==> src/rtl/pkt_serializer.sv <==
// Packetizer: latches {src, dst, seq, size, flags, data} per accepted request and streams it MSB-first as FLIT_W flits.
// Head flit appears the cycle after accept; flits hold while out_ready is low; in_ready reopens on tail consume for zero-bubble back-to-back.
module pkt_serializer #(
  parameter logic [15:0] SRC_ADDR = 16'h0000,
  parameter int          DATA_W   = 32,
  parameter int          FLIT_W   = 32
) (
  input  logic              clk,
  input  logic              rst,
  input  logic              in_valid,
  output logic              in_ready,
  input  logic [15:0]       in_addr,
  input  logic [2:0]        in_size,
  input  logic [7:0]        in_flags,
  input  logic [DATA_W-1:0] in_data,
  output logic              out_valid,
  input  logic              out_ready,
  output logic [FLIT_W-1:0] out_flit,
  output logic              out_head,
  output logic              out_tail,
  output logic [15:0]       seq_cnt
);

  localparam int PKT_W  = 64 + DATA_W;
  localparam int NFLITS = (PKT_W + FLIT_W - 1) / FLIT_W;
  localparam int PAD_W  = NFLITS * FLIT_W;
  localparam int IDX_W  = (NFLITS > 1) ? $clog2(NFLITS) : 1;

  localparam logic [IDX_W-1:0] LAST_IDX = IDX_W'(NFLITS - 1);

  localparam logic [0:0] IDLE = 1'b0;
  localparam logic [0:0] SEND = 1'b1;

  typedef struct packed {
    logic [15:0] src;
    logic [15:0] dst;
    logic [15:0] seq;
    logic [4:0]  rsvd;
    logic [2:0]  size;
    logic [7:0]  flags;
  } hdr_t;

  logic [0:0]       state;
  logic [IDX_W-1:0] idx;
  logic [PAD_W-1:0] img;
  logic [PAD_W-1:0] img_next;
  hdr_t             hdr;
  logic             last;
  logic             accept;

  assign last   = (idx == LAST_IDX);
  assign accept = in_valid && in_ready;

  assign in_ready = !rst && ((state == IDLE) || ((state == SEND) && last && out_ready));

  // Image is left-aligned so any padding lands in the low bits of the tail flit.
  always_comb begin
    hdr       = '0;
    hdr.src   = SRC_ADDR;
    hdr.dst   = in_addr;
    hdr.seq   = seq_cnt;
    hdr.size  = in_size;
    hdr.flags = in_flags;
    img_next  = '0;
    img_next[PAD_W-1 -: PKT_W] = {hdr, in_data};
  end

  always_ff @(posedge clk) begin
    if (rst) begin
      state   <= IDLE;
      idx     <= '0;
      img     <= '0;
      seq_cnt <= 16'h0000;
    end else if (accept) begin
      state   <= SEND;
      idx     <= '0;
      img     <= img_next;
      seq_cnt <= seq_cnt + 16'd1;
    end else if ((state == SEND) && out_ready) begin
      if (last) begin
        state <= IDLE;
        idx   <= '0;
        img   <= '0;
      end else begin
        idx <= idx + 1'b1;
        img <= img << FLIT_W;
      end
    end
  end

  // The current flit always sits at the top of the shift register, so out_flit comes straight from flops.
  assign out_flit  = img[PAD_W-1 -: FLIT_W];
  assign out_valid = (state == SEND);
  assign out_head  = (state == SEND) && (idx == '0);
  assign out_tail  = (state == SEND) && last;

endmodule
==> config.mk <==
export PLATFORM = sky130hd
export DESIGN_NAME = pkt_serializer
export DESIGN_NICKNAME = d
export VERILOG_FILES = /design/src/rtl/pkt_serializer.sv
export SDC_FILE = /design/constraint.sdc
export NUM_CORES = 1
export LEC_CHECK = 0
export BUFFER_PORTS_ARGS = -buffer_cell sky130_fd_sc_hd__buf_4
export CAP_MARGIN = 20
export CORE_MARGIN = 4
export CORE_UTILIZATION = 40
export CTS_CLUSTER_SIZE = 10
export DETAILED_ROUTE_END_ITERATION = 16
export GPL_TIMING_DRIVEN = 0
export SYNTH_ARGS = -nofsm -noshare
export SYNTH_HDL_FRONTEND = slang
export SYNTH_SLANG_ARGS = --single-unit
==> constraint.sdc <==
create_clock -name clk -period 2.4 [get_ports clk]
set_clock_uncertainty 0.15 [all_clocks]
set_input_delay 0.24 -clock clk [delete_from_list [all_inputs] [get_ports clk]]
set_output_delay 0.24 -clock clk [all_outputs]
set_load 0.05 [all_outputs]
After elaboration in Yosys (flattened, before gate mapping)
Cells that the tools add are included.

storage, ports and cells
  bits of input ports = 63
  output and inout bits = 52
  logic and storage cells = 29
  register bits = 115

cells by class
  equality and inequality tests = 1
  bitwise logic cells = 1
  add/subtract/negate cells = 2
  mux-type cells = 7
  reductions and logical operators = 13

operators by type and width
  operator                                       number
  2-to-1 mux 80 bit                              2
  2-to-1 mux 96 bit                              1
  adder 16 x 1 -> 16 bit, second input constant  1
  logical AND 1 bit                              6
  nonzero test 2 bit                             2
  2-to-1 mux 1 bit                               3
  adder 2 x 1 -> 2 bit, second input constant    1
  equality test 2 bit, second input constant     1
  logical NOT 2 bit                              1
  2-to-1 mux 2 bit                               1
  AND reduction 2 bit                            1
  OR reduction 2 bit                             1
  logical NOT 1 bit                              1
  logical OR 1 bit                               1
  inverter 1 bit                                 1

Longest topological paths before layout
Gate-level depths: netlist (run 1).

  depth after elaboration = 8
  depth in mapped cells = 7

Worst setup path after synthesis (run 1)
Ideal clock, no wire load.

  kind = flip-flop to output port
  start = reg state (netlist: out_valid)
  end = out out_head
  setup slack = 80 ps
  cell stages (with the launch flop) = 3
  arrival time = 1930 ps
  cells stage by stage = dfxtp_1 -> inv_1 -> nor3_1

between the ends
  word-level cells in the longest chain between the ends = 1

RTL lines
  element                 line  RTL
  start, declared         43    logic [0:0] state;
  start signal, assigned  70    state <= IDLE;
  start signal, assigned  75    state <= SEND;
  start signal, assigned  81    state <= IDLE;
  logical AND 1 bit       94    assign out_head = (state == SEND) && (idx == '0);
  end, declared           19    output logic out_head,

Every way passes these cells.

Worst setup path in the final report (run 1)
  start = in in_valid
  end = reg img[71]

between the ends
  word-level cells in the longest chain between the ends = 2
  elaborated cells between the ends (all ways) = 3
  those cells by class = mux: 1; reduce/logical: 2

RTL lines
  element                                                  line  RTL
  start, declared                                          10    input logic in_valid,
  logical AND 1 bit (*)                                    52    assign accept = in_valid && in_ready;
  2-to-1 mux 80 bit or nonzero test 2 bit (tied branches)  --
  end signal, assigned                                     77    img <= img_next;
  end signal, assigned                                     86    img <= img << FLIT_W;
  end, declared                                            45    logic [PAD_W-1:0] img;

Every way passes the cells marked *; elsewhere a longest branch is shown, timed or not.
A chain may end at the register's enable or synchronous reset.

==> PnR_summary.wiki, run 1 <==
{| class="wikitable"
! Metric !! Value
|-
| Routed len/inst || 17.5 um
|-
| Peak fanout along the critical path || 10
|-
| Maximum frequency from static timing analysis || 497 MHz
|-
| Hold path startpoint || in_flags[0]
|-
| Post-synthesis async set-or-reset flop share || 0
|-
| Sum of routed wire length over all layers || 14400 um
|-
| Multiplexer fraction of the synthesized cell area || 0.00649
|-
| Worst-case vdd ir drop || 0.000530 V
|-
| FF+latch count, synth || 115
|-
| Transition time at the pin with the least slew margin || 692 ps
|-
| Critical path start-end classification || in -> reg
|-
| Simple-gate share of the synthesized area || 0.173
|-
| Max transition margin || 0.539
|-
| Later-pin clock latency in the skew report || 410 ps
|-
| Final number of hold-violating endpoints || 0
|-
| Count of TritonRoute iterations in the first routing pass || 6
|-
| Tot GR Track Use || 0.219
|-
| Port Buffer Count || 114
|-
| Reg-to-reg slack, setup || 410 ps
|-
| Most frequent cell after synthesis || sky130_fd_sc_hd__dfxtp_1
|-
| I/O pin count || 115
|-
| Signal arrival time at the worst endpoint || 2190 ps
|-
| Synth Net Count || 560
|-
| Ratio of cells with drive above 1 in the final layout || 0.306
|-
| H-tree Lvls || 4
|-
| Register area share after synthesis || 0.498
|-
| Synth Area per Inst || 9.33 um^2
|-
| DRC violation count after routing || 0
|-
| Number of distinct library cells after synthesis || 42
|-
| Area Overhead vs Synth || 44.3%
|-
| Cell types occupying the most area after synthesis || sky130_fd_sc_hd__dfxtp_1 (50%), sky130_fd_sc_hd__a22oi_1 (8.6%), sky130_fd_sc_hd__nor2_1 (8.3%), sky130_fd_sc_hd__buf_4 (5.4%), sky130_fd_sc_hd__a221oi_1 (5.1%)
|-
| Post-cts repair resize count || 0
|-
| Post-CTS setup buffers || 0
|-
| Worst hold path depth || 3
|-
| Floorplan core area || 0.0114 mm^2
|-
| Required time reported for the critical path endpoint || 2580 ps
|-
| Cell area after synthesis || 0.00463 mm^2
|-
| Largest net degree at the start of global routing || 17
|-
| Floorplan row count || 39
|-
| Share of Yosys cell area claimed by the top area cell type || 0.498
|-
| Longest Clk Path Bufs || 2
|-
| Antenna diodes || 0
|-
| Wire length of the first global-routing pass || 22500 um
|-
| Number of synthesized flops with an enable pin || 0
|-
| Post-DP HPWL || 10100 um
|-
| Starting utilization of the core area || 0.407
|-
| Number of global-route vias before repair || 4366
|-
| Layout filler cell count || 1013
|-
| Yosys synthesis warning count || 0
|-
| Critical path launch point type || input pin
|-
| Hold-fix buffer count after cts || 34
|-
| Part of the cycle the worst path needs || 0.838
|-
| TritonCTS clock tree || built
|-
| Sink count of the clock tree || 115
|-
| XOR/XNOR Fraction of Synth Area || 0.00757
|-
| Unrepaired setup endpoints after global routing || no
|-
| Grt ovf || 0
|-
| Full die area || 0.0133 mm^2
|-
| Number of instances in the synthesized netlist || 496
|-
| End point of the most critical hold path || img[32]
|-
| Final Net Count || 727
|-
| Complex-gate fraction of the synthesized area || 0.218
|-
| Most frequent cells after synthesis || sky130_fd_sc_hd__dfxtp_1 (115), sky130_fd_sc_hd__nor2_1 (102), sky130_fd_sc_hd__a22oi_1 (53)
|-
| Vias || 4465
|-
| First-iteration detailed-routing DRC count || 381
|-
| Antenna violations before repair || 0
|-
| Cell count of the worst reg-to-reg path || 5
|-
| Cell type with the highest aggregate area in the netlist || sky130_fd_sc_hd__dfxtp_1
|-
| Last weighted congestion value of the routability-driven placer || 0.831
|-
| PwrDens || 825 mW/mm^2
|-
| Area of the multi-input gates || 0.00189 mm^2
|-
| Average via count per standard cell || 5.45
|-
| Post-DRT Antenna Nets || 0
|-
| Worst reg2reg path endpoint || seq_cnt[14]
|-
| TritonCTS Buffers || 17
|-
| Max Slew Vio Count || 0
|-
| Adder-cell share of the synthesized area || 0.00270
|-
| Type of the tightest min-delay check || in -> reg
|-
| Setup violators final || 0
|-
| Clock-pin transition on the worst setup and hold timing paths || 50 ps
|-
| DIE WIDTH || 116 um
|-
| Register area || 0.00230 mm^2
|-
| Setup tns final || 0 ps
|-
| Max cap viols || 0
|-
| Clock Tree Root || sky130_fd_sc_hd__clkbuf_16
|-
| Shortest period the worst path allows || 2010 ps
|-
| Top flip-flop cell by instance count after synthesis || sky130_fd_sc_hd__dfxtp_1
|-
| Combinational family with the most area after synthesis || compound AO/OA/AOI/OAI gates
|-
| Launch instance of the worst register-to-register path || seq_cnt[0]
|-
| Utilization of the core after routing || 0.587
|-
| Result of the run || complete, no violations
|-
| Leakage power total || 0.00281 uW
|-
| Crit. End Element || flip-flop
|-
| Overall die height || 116 um
|}
-- cell families after synthesis --
kind of cell / count (synthesis)
DFF: 115
buffers and inverters: 75
muxes: 3
adders and majority gates: 1
AOI/OAI and AO/OA: 128
and+or+nand+nor: 170
xor gates and xnor gates: 4
-- stage by stage --
step / cell area, um^2 / total power [uW] / std cells / hold WS, ps / setup WS (ps)
detailed placement: 5660 / 2640 / 753 / 331 / 441
global route: 6670 / 5690 / 819 / 21.1 / 204
floorplan: 4630 / 2410 / 496 / 207 / 80.3
finish: 6670 / 5510 / 819 / 17.7 / 388
CTS: 6670 / 5530 / 819 / 12.4 / 381
global placement: 5660 / 2630 / 753 / 324 / 465
-- critical path, stage by stage --
cell,delay [ps]
sky130_fd_sc_hd__dlygate4sd3_1,540
sky130_fd_sc_hd__buf_4,130
sky130_fd_sc_hd__nand2b_1,150
sky130_fd_sc_hd__a21oi_2,270
sky130_fd_sc_hd__clkbuf_1,470
sky130_fd_sc_hd__a221oi_1,180
sky130_fd_sc_hd__nor3_1,200
-- power breakdown --
part	internal (uW)	switching [uW]	total [uW]
registers	1980	40.7	2020
clock network	1970	895	2860
logic	260	364	625
-- how the worst max path moves through the flow --
stage / from / to / slack, ps
after floorplan: out_valid / out_head / 80
after global placement: rst / img[89] / 470
after detailed placement: seq_cnt[0] / seq_cnt[14] / 440
after CTS: in_valid / img[75] / 380
after global routing: in_valid / img[75] / 200
final: in_valid / img[71] / 390
-- cells in the final DEF (no fill, tap or decap), drive strengths merged, types with 10 or more instances in the layout --
cell type	count
nand2	10
buf	166
nor2	102
a221oi	27
clkbuf	39
a22oi	53
a222oi	16
dlygate4sd3	34
a21oi	14
nor3	29
dfxtp	115
-- area by class of cell --
type / instances / area share
Clock buffer: 18 / 0.0658
Clock inverter: 14 / 0.0351
Multi-Input combinational cell: 306 / 0.283
Sequential cell: 115 / 0.345
Buffer: 73 / 0.0639
Inverter: 2 / 0.00112
Tap cell: 143 / 0.0268
Timing Repair Buffer: 148 / 0.179
-- metal layers --
| metal | wire length (um) | GRT usage |
|---|---|---|
| met5 | 0 | 0 |
| met4 | 267 | 0.0908 |
| met2 | 6760 | 0.354 |
| met1 | 6190 | 0.280 |
| met3 | 1140 | 0.0538 |
-- state kept, by name, summed over array words and instances, names as in the netlist --
signal and count:
idx 2, img 96, seq_cnt 16, out_valid 1
No activity file was read; power rests on OpenSTA's default activity.
==> run 2: changes to the inputs <==
Clock period 2.4 ns to 2.1 ns, I/O delays scaled along.
==> PnR_summary.wiki, run 2 (synthesis gave the netlist of run 1 again) <==
{| class="wikitable"
! Metric !! Value
|-
| Result of the run || complete, no violations
|-
| End point of the most critical hold path || img[67]
|-
| DP Cell Count || 753
|-
| Shortest period the worst path allows || 2010 ps
|-
| Post-DP HPWL || 10100 um
|-
| H-tree Lvls || 4
|-
| PwrDens || 925 mW/mm^2
|-
| Maximum frequency from static timing analysis || 497 MHz
|-
| Largest register FFs || 96
|-
| Reg-to-reg slack, setup || 90 ps
|-
| Port Buffer Count || 114
|-
| Part of the cycle the worst path needs || 0.959
|-
| Leakage power total || 0.00287 uW
|-
| Cell count of the worst reg-to-reg path || 7
|-
| Worst hold path depth || 3
|-
| Uppermost metal layer occupied by signal nets || met4
|-
| Sink count of the clock tree || 115
|-
| Critical path launch point type || flip-flop
|-
| Largest net degree at the start of global routing || 17
|-
| Share of total power in combinational logic || 0.117
|-
| Average via count per standard cell || 5.41
|-
| Overall die height || 116 um
|-
| Reported net switching power || 1440 uW
|-
| Critical path start-end classification || reg -> reg
|-
| Last weighted congestion value of the routability-driven placer || 0.829
|-
| DRC violation count after routing || 0
|-
| Floorplan core area || 0.0114 mm^2
|-
| Switching share of total power || 0.230
|-
| Required time reported for the critical path endpoint || 2290 ps
|-
| I/O pin count || 115
|-
| Longest Clk Path Bufs || 2
|-
| Full die area || 0.0133 mm^2
|-
| Critical path's largest stage delay || 310 ps
|-
| Area Overhead vs Synth || 46.6%
|-
| Crit path buffers/inverters || 3
|-
| Final standard cell count with taps included and fillers excluded || 828
|-
| Vias || 4477
|-
| Transition time at the pin with the least slew margin || 656 ps
|-
| Signal arrival time at the worst endpoint || 2200 ps
|-
| Max transition margin || 0.562
|-
| Hold path startpoint || in_addr[3]
|-
| Wire length of the first global-routing pass || 22700 um
|-
| Antenna diodes || 0
|-
| Met3 Wirelength || 1140 um
|-
| Clock-pin transition on the worst setup and hold timing paths || 50 ps
|-
| First-iteration detailed-routing DRC count || 360
|-
| Setup violators final || 0
|-
| Most common library cell in the layout ignoring fill and taps || sky130_fd_sc_hd__buf_4
|-
| Biggest register || img
|-
| Peak fanout along the critical path || 10
|-
| Launch instance of the worst register-to-register path || idx[1]
|-
| Unrepaired setup endpoints after global routing || yes
|-
| Worst reg2reg path endpoint || img[20]
|-
| TritonCTS Buffers || 17
|-
| Routed len/inst || 17.6 um
|-
| Crit. End Element || flip-flop
|-
| Power consumption || 6270 uW
|-
| Portion of total power attributed to the clock network || 0.515
|-
| Tot GR Track Use || 0.220
|-
| Antenna violations before repair || 0
|-
| Post-CTS setup buffers || 0
|-
| Family of cells with the greatest summed delay on the critical path || buffers and inverters
|-
| Ratio of cells with drive above 1 in the final layout || 0.309
|-
| Post-DRT Antenna Nets || 0
|-
| Instance count on the critical path || 7
|-
| Part of the total power dissipated in sequential elements || 0.368
|-
| Type of the tightest min-delay check || in -> reg
|-
| TritonCTS clock tree || built
|-
| Met2 routed WL || 6880 um
|-
| Floorplan row count || 39
|-
| Largest registers ranked by flip-flop count || img x96, seq_cnt x16, idx x2
|-
| Top library cells by usage in the layout, fill and taps aside || sky130_fd_sc_hd__buf_4 (147), sky130_fd_sc_hd__dfxtp_1 (114), sky130_fd_sc_hd__nor2_1 (102)
|-
| Later-pin clock latency in the skew report || 410 ps
|-
| Count of TritonRoute iterations in the first routing pass || 5
|-
| Grt ovf || 0
|-
| Number of global-route vias before repair || 4418
|-
| Routed metal-1 wire length || 6150 um
|-
| Cell Int Power || 4830 uW
|-
| Worst-case setup slack after placement || 136 ps
|-
| Crit-path cells || buf_4 -> nand3b_4 -> a21oi_2 -> buf_2 -> buf_2 -> a22oi_1 -> nor2_1
|-
| DIE WIDTH || 116 um
|-
| Critical Path Most Common Cell || sky130_fd_sc_hd__buf_2
|-
| Worst path slowest cell || sky130_fd_sc_hd__dfxtp_1
|-
| Starting utilization of the core area || 0.407
|-
| Sum of routed wire length over all layers || 14500 um
|-
| Worst-case vdd ir drop || 0.000409 V
|-
| Final Net Count || 736
|-
| Post-layout worst setup margin || 87.0 ps
|-
| Final number of hold-violating endpoints || 0
|-
| Max cap viols || 0
|-
| Max Slew Vio Count || 0
|-
| Clock Tree Root || sky130_fd_sc_hd__clkbuf_16
|}
-- run 2: cell count changes in the layout (fill, tap and decap cells not counted), moves of 3 or more --
cell	before	now
sky130_fd_sc_hd__clkinvlp_4	4	1
sky130_fd_sc_hd__dlygate4sd3_1	34	43
sky130_fd_sc_hd__clkbuf_8	1	5
sky130_fd_sc_hd__clkbuf_1	21	18
sky130_fd_sc_hd__clkbuf_2	0	4
-- run 2: power groups by stage --
stage	logic [uW]	registers, uW	clock network, uW
detailed placement	662	2350	0
global placement	655	2350	0
global route	788	2320	3370
finish	734	2310	3230
floorplan	402	2350	0
CTS	730	2310	3260
-- run 2: timing repair --
item | 4_1_cts | 5_1_grt
gates resized for setup | 0 | 9
hold buffers | 43 | 0
endpoints found under the setup margin | 0 | 18
hold endpoints to repair | 43 | 0
-- run 2: layout make-up --
cell class              instances  area, um^2
inverters                       2        7.51
plain buffers                  73         432
clock buffers                  23         498
clock inverters                 9         173
multi-input cells             306        1900
well taps                     143         179
fillers                      1004        4590
repair buffers                157        1290
flip-flops and latches        115        2300
-- run 2: worst max-delay path by stage --
stage / start / end / slack (ps)
after global placement: idx[1] / img[94] / 140
after global routing: idx[1] / img[78] / -20
after CTS: idx[1] / img[52] / 110
after detailed placement: idx[1] / img[75] / 140
final: idx[1] / img[20] / 90
after floorplan: seq_cnt[1] / seq_cnt[14] / 50
-- run 2: layer usage --
metal / GRT usage / up-vias
met5: 0 / -
met4: 0.0908 / 0
met3: 0.0580 / 29
met2: 0.356 / 172
met1: 0.280 / 2126
li1: - / 2150
-- run 2: worst min-delay path, delay by kind of cell --
family,cells,cell delay (ps)
AND/OR/NAND/NOR,1,160
AO/OA/AOI/OAI,1,60
buffers and inverters,1,80
-- run 2: through the flow --
step | utilization | area (um^2) | setup TNS [ps] | hold WS, ps
after floorplan | - | 4630 | 0 | 177
after detailed placement | 0.498 | 5670 | 0 | 308
after global placement | 0.498 | 5670 | 0 | 306
final | 0.596 | 6780 | 0 | 1.39
after global routing | 0.596 | 6780 | -59.7 | 11.1
after CTS | 0.595 | 6770 | 0 | 2.19
